<file path="src/rtl/gf180mcu_ht_io_pwr_pkg.sv">
// Shared types for the HT IO ring power-segment sequencer.
package gf180mcu_ht_io_pwr_pkg;

  typedef enum logic [2:0] {
    ST_IDLE,
    ST_ON_WAIT,
    ST_SETTLE,
    ST_UP,
    ST_OFF,
    ST_FAULT
  } state_t;

  // Width of a segment index; a single-segment ring still gets one bit.
  function automatic int idx_w(input int n);
    return (n <= 1) ? 1 : $clog2(n);
  endfunction

endpackage

</file>
<file path="src/rtl/gf180mcu_ht_io__sync2.sv">
// Two-flop synchroniser, W bits wide, resets to 0.
module gf180mcu_ht_io__sync2 #(
  parameter int W = 1
) (
  input  logic         clk,
  input  logic         rst_n,
  input  logic [W-1:0] d,
  output logic [W-1:0] q
);

  logic [W-1:0] meta;

  always_ff @(posedge clk or negedge rst_n) begin
    if (!rst_n) begin
      meta <= '0;
      q    <= '0;
    end else begin
      meta <= d;
      q    <= meta;
    end
  end

endmodule

</file>
<file path="src/rtl/gf180mcu_ht_io__pwr_seq.sv">
// Ring power-segment sequencer: ascending power-up with PG wait and settle, descending ramp-down, sticky timeout fault.
// Define GF180MCU_HT_IO_PWR_SEQ_PGMON_EN to fault on loss of any power-good while the ring is up.
module gf180mcu_ht_io__pwr_seq
  import gf180mcu_ht_io_pwr_pkg::*;
#(
  parameter int NSEG      = 4,
  parameter int CNT_W     = 16,
  parameter int T_SETTLE  = 1000,
  parameter int T_TIMEOUT = 50000
) (
  input  logic                    CLK,
  input  logic                    RESETN,
  input  logic                    REQ,
  input  logic [NSEG-1:0]         PG,
  output logic [NSEG-1:0]         EN,
  output logic [NSEG-1:0]         ISO_N,
  output logic                    READY,
  output logic                    FAULT,
  output logic [idx_w(NSEG)-1:0]  FAULT_SEG
);

  localparam int IW = idx_w(NSEG);
  localparam logic [CNT_W-1:0] SETTLE_LAST  = CNT_W'(T_SETTLE - 1);
  localparam logic [CNT_W-1:0] TIMEOUT_LAST = CNT_W'(T_TIMEOUT - 1);
  localparam logic [IW-1:0]    IDX_LAST     = IW'(NSEG - 1);

  state_t            state_q, state_d;
  logic [IW-1:0]     idx_q, idx_d;
  logic [CNT_W-1:0]  timer_q, timer_d;
  logic [NSEG-1:0]   en_q, en_d;
  logic [NSEG-1:0]   iso_q, iso_d;
  logic              fault_q, fault_d;
  logic [IW-1:0]     fseg_q, fseg_d;
  logic [NSEG-1:0]   pgs;

  gf180mcu_ht_io__sync2 #(.W(NSEG)) u_pg_sync (
    .clk   (CLK),
    .rst_n (RESETN),
    .d     (PG),
    .q     (pgs)
  );

  logic          pg_cur, timeout, settle_done, idx_is_last, idx_is_first, off_phase;
  logic [IW-1:0] idx_nx;

  assign pg_cur       = pgs[idx_q];
  assign timeout      = (timer_q == TIMEOUT_LAST);
  assign settle_done  = (timer_q == SETTLE_LAST);
  assign idx_is_last  = (idx_q == IDX_LAST);
  assign idx_is_first = (idx_q == '0);
  assign idx_nx       = idx_q + IW'(1);
  // Timer LSB splits each ramp-down step into isolate then disable.
  assign off_phase    = timer_q[0];

  logic          mon_fault;
  logic [IW-1:0] mon_idx;

`ifdef GF180MCU_HT_IO_PWR_SEQ_PGMON_EN
  always_comb begin
    mon_fault = 1'b0;
    mon_idx   = '0;
    for (int i = NSEG - 1; i >= 0; i--) begin
      if (!pgs[i]) begin
        mon_fault = 1'b1;
        mon_idx   = IW'(i);
      end
    end
  end
`else
  assign mon_fault = 1'b0;
  assign mon_idx   = '0;
`endif

  always_ff @(posedge CLK or negedge RESETN) begin
    if (!RESETN) begin
      state_q <= ST_IDLE;
      idx_q   <= '0;
      timer_q <= '0;
      en_q    <= '0;
      iso_q   <= '0;
      fault_q <= 1'b0;
      fseg_q  <= '0;
    end else begin
      state_q <= state_d;
      idx_q   <= idx_d;
      timer_q <= timer_d;
      en_q    <= en_d;
      iso_q   <= iso_d;
      fault_q <= fault_d;
      fseg_q  <= fseg_d;
    end
  end

  // Timeout outranks a coincident PG so late power-good still faults.
  always_comb begin
    state_d = state_q;
    case (state_q)
      ST_IDLE:    if (REQ) state_d = ST_ON_WAIT;
      ST_ON_WAIT: begin
        if (!REQ)        state_d = ST_OFF;
        else if (timeout) state_d = ST_FAULT;
        else if (pg_cur)  state_d = ST_SETTLE;
      end
      ST_SETTLE: begin
        if (!REQ)             state_d = ST_OFF;
        else if (settle_done) state_d = idx_is_last ? ST_UP : ST_ON_WAIT;
      end
      ST_UP: begin
        if (mon_fault) state_d = ST_FAULT;
        else if (!REQ) state_d = ST_OFF;
      end
      ST_OFF:     if (off_phase && idx_is_first) state_d = ST_IDLE;
      ST_FAULT:   if (!REQ) state_d = ST_IDLE;
      default:    state_d = ST_IDLE;
    endcase
  end

  always_comb begin
    en_d    = en_q;
    iso_d   = iso_q;
    idx_d   = idx_q;
    timer_d = timer_q + CNT_W'(1);
    fault_d = fault_q;
    fseg_d  = fseg_q;
    case (state_q)
      ST_IDLE: begin
        en_d    = '0;
        iso_d   = '0;
        idx_d   = '0;
        timer_d = '0;
        fault_d = 1'b0;
        fseg_d  = '0;
        if (REQ) en_d[0] = 1'b1;
      end
      ST_ON_WAIT: begin
        if (!REQ || (!timeout && pg_cur)) timer_d = '0;
      end
      ST_SETTLE: begin
        if (!REQ) begin
          timer_d = '0;
        end else if (settle_done) begin
          timer_d      = '0;
          iso_d[idx_q] = 1'b1;
          if (!idx_is_last) begin
            idx_d       = idx_nx;
            en_d[idx_nx] = 1'b1;
          end
        end
      end
      ST_UP: begin
        timer_d = '0;
        if (mon_fault) begin
          en_d  = '0;
          iso_d = '0;
          idx_d = mon_idx;
        end else if (!REQ) begin
          idx_d = IDX_LAST;
        end
      end
      ST_OFF: begin
        if (!off_phase) begin
          iso_d[idx_q] = 1'b0;
        end else begin
          en_d[idx_q] = 1'b0;
          timer_d     = '0;
          if (!idx_is_first) idx_d = idx_q - IW'(1);
        end
      end
      ST_FAULT: begin
        if (!REQ) begin
          en_d    = '0;
          iso_d   = '0;
          fault_d = 1'b0;
          fseg_d  = '0;
        end else if (!fault_q) begin
          fault_d = 1'b1;
          fseg_d  = idx_q;
        end else begin
          en_d  = '0;
          iso_d = '0;
        end
      end
      default: begin
        en_d  = '0;
        iso_d = '0;
      end
    endcase
  end

  assign EN        = en_q;
  assign ISO_N     = iso_q;
  assign READY     = (state_q == ST_UP);
  assign FAULT     = fault_q;
  assign FAULT_SEG = fseg_q;

endmodule

</file>
<file path="config.mk">
export PLATFORM = sky130hd
export DESIGN_NAME = gf180mcu_ht_io__pwr_seq
export DESIGN_NICKNAME = d
export VERILOG_FILES = /design/src/rtl/gf180mcu_ht_io_pwr_pkg.sv /design/src/rtl/gf180mcu_ht_io__sync2.sv /design/src/rtl/gf180mcu_ht_io__pwr_seq.sv
export SDC_FILE = /design/constraint.sdc
export NUM_CORES = 1
export LEC_CHECK = 0
export ABC_AREA = 1
export BUFFER_PORTS_ARGS = -buffer_cell sky130_fd_sc_hd__buf_4
export CAP_MARGIN = 20
export CELL_PAD_IN_SITES_DETAIL_PLACEMENT = 0
export CELL_PAD_IN_SITES_GLOBAL_PLACEMENT = 2
export CORE_ASPECT_RATIO = 0.5
export CORE_MARGIN = 3
export CORE_UTILIZATION = 37
export DETAILED_ROUTE_END_ITERATION = 10
export PLACE_DENSITY = 0.86
export RECOVER_POWER = 50
export SETUP_SLACK_MARGIN = 0.1
export SLEW_MARGIN = 20
export SYNTH_ARGS = -nofsm -noshare
export SYNTH_HDL_FRONTEND = slang
export SYNTH_SLANG_ARGS = --single-unit
export TNS_END_PERCENT = 20
</file>
<file path="constraint.sdc">
create_clock -name CLK -period 3.79 [get_ports CLK]
set_input_delay 1.137 -clock CLK [delete_from_list [all_inputs] [get_ports CLK]]
set_output_delay 1.137 -clock CLK [all_outputs]
set_load 0.03 [all_outputs]
</file>
==> flow_metrics.tcl, run 1 <==
set metrics [dict create \
    grt_pass1_wl_mm 9.032 \
    power_density_nw_per_um2 643.1 \
    postCtsSetupRepairBufs 0 \
    cts_sinks 40 \
    crit_fanout 40 \
    p_leak_nw 1.338 \
    postCtsHoldBufs 0 \
    hold_viol 0 \
    utilization 0.4693 \
    area_growth_syn_to_layout_pct 17.30 \
    dieHeight_microns 61.66 \
    worstMarginPinSlew_ps 2227 \
    ant_nets 0 \
    globalplace.congestion 0.8701 \
    die_w_microns 117.3 \
    setup-tns-final_ps 0 \
    maxSlewViolCount 41 \
    grt.overflow.total 0 \
    numPortBuffers 18 \
    track_usage 0.1613 \
    syn_inst 300 \
    row_count 19 \
    yosysUniqueCellTypes 24 \
    crit_path_start_kind "input port" \
    wl_per_cell_microns 13.11 \
    crit_chain "clkbuf_1" \
    violations "capacitance limit, slew limit" \
    grt_max_degree 41 \
    ir_worst_vdd_uv 251.4 \
    io_pins 19 \
    diodes 0 \
    max_stage_delay_ps 1550 \
    r2r_cells 10 \
    drive_gt1_frac 0.1173 \
    crit_arrival_ps 2720 \
    drc 0 \
    clk_path_buf_depth 2 \
    slew_headroom -0.4844 \
    final_cell_area_sq_um 2689 \
    rsz0062_at_grt "false" \
    grt_pass1_vias 1833 \
    h-tree-depth 2 \
    max_freq_mhz 359.9 \
    worstHoldStart "u_pg_sync.meta[1]" \
    coreArea_sq_um 5729 \
    synth.avg_cell_area_sq_um 7.641 \
    via_count 1919 \
    numCtsBuffers 5 \
    syn-num-nets 316 \
    dp_hpwl_mm 3.881 \
    cts.clk_slew.worst_paths_ps 60 \
    holdPathStages 0 \
    critPathCaptureType "async pin" \
    clkLatencyLatePin_ps 290 \
    maxCapViolCount 1 \
    cp.depth 1 \
    slowest_stage "clkbuf_1" \
    clock_skew_ps 4.054 \
    cts_resized 0 \
    syn-cell-area_sq_um 2292 \
    synth-seq-area-share 0.4367 \
    status "complete, but fails checks" \
    cts_tree "built" \
    die_area_sq_um 7233 \
    drt_wl_total_mm 5.348 \
    cp.required_ps 3730 \
    yosys_warnings 0 \
    r2r-start "idx_q[0]" \
    antenna_found_initial 0 \
    hold_class "reg2reg" \
    ys_ff_latch 40 \
    placed_area_sq_um 2520 \
    drt_pass1_iterations 4 \
    fin_nets 339 \
    drtIter0Drc 158 \
    initial_utilization 0.4001 \
    post_drt_via_cell_ratio 4.703 \
    crit_buf_inv 1 \
    crit_type "in2async" \
    crit_start "RESETN" \
    cp_top_family "buffers and inverters" \
    min_period_ps 2779 \
    finalSetupViolCount 0 \
    period_share 0.7332 \
    ctsRootBufferMaster "clkbuf_16" \
]
cells in the mapped netlist:
| cell | count | area, sq um |
|---|---|---|
| a21oi_1 | 6 | 30.03 |
| a31oi_1 | 4 | 25.02 |
| buf_2 | 1 | 5.000 |
| buf_4 | 1 | 7.510 |
| dfrtp_1 | 40 | 1001 |
| ha_1 | 9 | 112.6 |
| inv_1 | 27 | 101.4 |
| inv_2 | 4 | 15.01 |
| nand2_1 | 89 | 334.1 |
| nand2_2 | 2 | 12.51 |
| nand3_1 | 20 | 100.1 |
| nand3_2 | 3 | 30.03 |
| nand4_1 | 3 | 18.77 |
| nand4_4 | 1 | 21.27 |
| nor2_1 | 47 | 176.4 |
| nor2_4 | 2 | 22.52 |
| nor3_1 | 4 | 20.02 |
| nor3_4 | 1 | 16.27 |
| o21a_1 | 2 | 15.01 |
| o21ai_0 | 18 | 90.09 |
| o21bai_1 | 1 | 7.510 |
| o31ai_1 | 1 | 7.510 |
| xnor2_1 | 7 | 61.31 |
| xor2_1 | 7 | 61.31 |
area by class of cell:
type | count | area (sq um)
clock buffers | 5 | 125.1
clock inverters | 3 | 47.55
fillers | 572 | 3040
inverters | 31 | 116.4
multi-input cells | 227 | 1162
flip-flops and latches | 40 | 1001
well taps | 84 | 105.1
repair buffers | 18 | 131.4
through the flow:
stage / hold WS [ps] / instances / total power, mW / setup slack [ps]
global placement: 334.0 / 400 / 1.240 / 1451
floorplan: 331.2 / 300 / 1.041 / 1490
detailed placement: 341.0 / 400 / 1.243 / 1415
global route: 361.0 / 408 / 1.860 / 507.4
CTS: 355.3 / 408 / 1.749 / 1096
finish: 354.5 / 408 / 1.729 / 1011
power breakdown:
group / leakage [nW] / internal (mW) / switching, mW / total, mW
clock: 0.0840 / 0.313 / 0.187 / 0.500
sequential: 0.533 / 0.483 / 0.0816 / 0.565
combinational: 0.721 / 0.201 / 0.463 / 0.664
worst paths after layout:
kind                                   to  slack [ps]
max in group CLK                    READY        1110
min in group asynchronous    FAULT_SEG[1]        1500
setup reg to reg               state_q[0]        2030
hold / removal             u_pg_sync.q[1]         350
hold reg to reg            u_pg_sync.q[1]         350
setup / recovery               timer_q[3]        1010
cells by family (layout without fill, tap and decap cells):
group,count (synthesis),after routing,share of synthesized area
and+or+nand+nor,172,172,0.3281
DFF,40,40,0.4367
buffers and inverters,33,57,0.05622
AOI/OAI and AO/OA,32,32,0.07642
xor gates and xnor gates,14,14,0.05349
adders and majority gates,9,9,0.04913
cells in the final DEF (no fill, tap or decap), types with 2 or more instances in the layout:
cell type / instances
o21a_1: 2
inv_2: 4
o21ai_0: 18
nand3_1: 20
nand4_1: 3
nor2_1: 47
a21oi_1: 6
nor2_4: 2
clkbuf_16: 5
xnor2_1: 7
inv_1: 27
xor2_1: 7
dfrtp_1: 40
nand3_2: 3
ha_1: 9
buf_4: 13
nand2_2: 2
nor3_1: 4
a31oi_1: 4
nand2_1: 89
clkinv_4: 2
clkbuf_4: 4
flip-flops by register name, summed over array words and instances, names as in the netlist:
name,cells
ISO_N,4
FAULT_SEG,2
state_q,3
timer_q,16
u_pg_sync.q,4
idx_q,2
u_pg_sync.meta,4
EN,4
FAULT,1
per-layer routing:
layer | GRT usage | vias up | wire length (microns)
li1 | - | 1003 | -
met1 | 0.2116 | 882 | 2739
met2 | 0.2713 | 32 | 2387
met3 | 0.04495 | 2 | 208
met4 | 0.04341 | 0 | 13
met5 | 0 | - | 0
Power figures use the tool's default switching activity.
==> run 2, diff against run 1 <==
--- a/config.mk
+++ b/config.mk
@@ -12,9 +12,9 @@
 export CELL_PAD_IN_SITES_GLOBAL_PLACEMENT = 2
 export CORE_ASPECT_RATIO = 0.5
 export CORE_MARGIN = 3
-export CORE_UTILIZATION = 37
+export CORE_UTILIZATION = 35
 export DETAILED_ROUTE_END_ITERATION = 10
-export PLACE_DENSITY = 0.86
+export PLACE_DENSITY = 0.82
 export RECOVER_POWER = 50
 export SETUP_SLACK_MARGIN = 0.1
 export SLEW_MARGIN = 20
==> constraint.sdc (replaced) <==
create_clock -name CLK -period 2.7 [get_ports CLK]
set_input_delay 0.81 -clock CLK [delete_from_list [all_inputs] [get_ports CLK]]
set_output_delay 0.81 -clock CLK [all_outputs]
set_load 0.03 [all_outputs]
==> flow_metrics.tcl, run 2 (synthesized netlist as in run 1, its figures left out) <==
set metrics [dict create \
    status "complete, no violations" \
    crit_type "reg2out" \
    setup-tns-final_ps 0 \
    die_w_microns 120.4 \
    diodes 0 \
    slew_headroom 0.3143 \
    r2r_cells 10 \
    drtIter0Drc 72 \
    clock_skew_ps 4.707 \
    hold_end "u_pg_sync.q[0]" \
    numCtsBuffers 5 \
    holdPathStages 0 \
    r2r-start "timer_q[0]" \
    clockPowerShare 0.262 \
    comb_power_share 0.399 \
    largest_register_ffs 16 \
    p_leak_nw 1.326 \
    io_pins 19 \
    clk_path_buf_depth 2 \
    maxSlewViolCount 0 \
    maxCapViolCount 0 \
    area_growth_syn_to_layout_pct 16.76 \
    crit_fanout 6 \
    hold_class "reg2reg" \
    critPathCaptureType "output port" \
    hold_viol 0 \
    drive_gt1_frac 0.1204 \
    grt_pass1_wl_mm 9.101 \
    ctsRootBufferMaster "clkbuf_16" \
    drt_pass1_iterations 4 \
    r2r_end "timer_q[11]" \
    ir_worst_vdd_uv 240.5 \
    grt_max_degree 41 \
    fillCellCount 643 \
    crit_chain "inv_2 > nand2_1 > nor2_1 > buf_4" \
    crit_arrival_ps 1530 \
    postCtsSetupRepairBufs 0 \
    crit_path_start_kind "register" \
    worstHoldStart "u_pg_sync.meta[0]" \
    power_density_nw_per_um2 871.5 \
    slowest_stage "dfrtp_1" \
    initial_utilization 0.3694 \
    track_usage 0.1496 \
    crit_buf_inv 2 \
    globalplace.congestion 0.9224 \
    drc 0 \
    period_share 0.8684 \
    cts_tree "built" \
    drt_wl_total_mm 5.246 \
    cp.required_ps 1890 \
    p_sw_mw 1.005 \
    regMostFlops "timer_q" \
    max_stage_delay_ps 480 \
    ff2ff_setup_slack_ps 930 \
    final_common_cell "nand2_1" \
    postCtsHoldBufs 0 \
    rsz0062_at_grt "false" \
    coreArea_sq_um 6206 \
    ant_nets 0 \
    grt_pass1_vias 1855 \
    antenna_found_initial 0 \
    internal_power_mw 1.327 \
    clkLatencyLatePin_ps 280 \
    via_count 1894 \
    row_count 20 \
    worstMarginPinSlew_ps 1028 \
    post_drt_via_cell_ratio 4.597 \
    finalSetupViolCount 0 \
    p_seq_frac 0.339 \
    multi_input_area_sq_um 1162 \
    grt.overflow.total 0 \
    cts.clk_slew.worst_paths_ps 60 \
    min_period_ps 2345 \
    totalPowerFinal_mw 2.333 \
    h-tree-depth 2 \
    cts_sinks 40 \
    fin_nets 339 \
    register_area_sq_um 1001 \
    wl_per_cell_microns 12.73 \
    dieHeight_microns 63.23 \
    swShare 0.4311 \
    numPortBuffers 18 \
    dp_hpwl_mm 3.898 \
    cp_top_family "flip-flops" \
    max_freq_mhz 426.5 \
    layout_common_cells "nand2_1 (89), nor2_1 (47), dfrtp_1 (40), inv_1 (27), nand3_1 (20)" \
    cts_resized 0 \
    die_area_sq_um 7615 \
]
==> run 2: cell count changes in the layout (fill, tap and decap cells not counted), sizes merged <==
| cell | previous run | this run |
|---|---|---|
| clkinv | 2 | 0 |
| clkinvlp | 0 | 2 |
| clkbuf | 10 | 11 |
| bufinv | 1 | 0 |
==> run 2: metal layers <==
metal	wire, microns	global-route usage
met1	2561	0.2075
met2	2427	0.2377
met3	257	0.04395
met4	0	0.02119
met5	0	0
==> run 2: worst max-delay path by stage <==
stage	startpoint	to	cells past startpoint
after detailed placement	state_q[2]	READY	4
final	state_q[2]	READY	4
after global placement	REQ	timer_q[10]	7
after global routing	state_q[2]	READY	4
after floorplan	state_q[2]	READY	3
after CTS	state_q[2]	READY	4
==> run 2: layout make-up <==
class / instances / area share
well taps: 88 / 0.04114
repair buffers: 18 / 0.04956
flip-flops and latches: 40 / 0.3740
multi-input cells: 227 / 0.4343
inverters: 31 / 0.04348
clock buffers: 6 / 0.05189
clock inverters: 2 / 0.005610
==> run 2: through the flow <==
stage	area [sq um]	utilization	hold slack (ps)	instances	worst slack, ps
after global routing	2676	0.4313	367.4	412	265.9
final	2676	0.4313	346.7	412	355.2
after floorplan	2292	-	331.2	300	726.7
after detailed placement	2525	0.4069	336.2	404	657.0
after global placement	2525	0.4069	333.6	404	711.1
after CTS	2679	0.4317	349.6	412	348.6
==> run 2: worst register-to-register path, stage by stage (launching register included) <==
cell,delay (ps)
dfrtp_1,450
ha_1,240
nand2_1,80
inv_1,60
nand2_1,40
nor2_1,80
nand2_1,110
nand2_2,130
nand4_4,150
nor2_4,250
nor2_1,70
==> run 2: power groups by stage <==
stage	sequential, mW	clock [mW]	combinational, mW
after floorplan	0.813	0	0.648
after global placement	0.800	0	0.942
after detailed placement	0.804	0	0.938
after CTS	0.793	0.630	0.942
after global routing	0.807	0.658	1.06
final	0.791	0.611	0.931
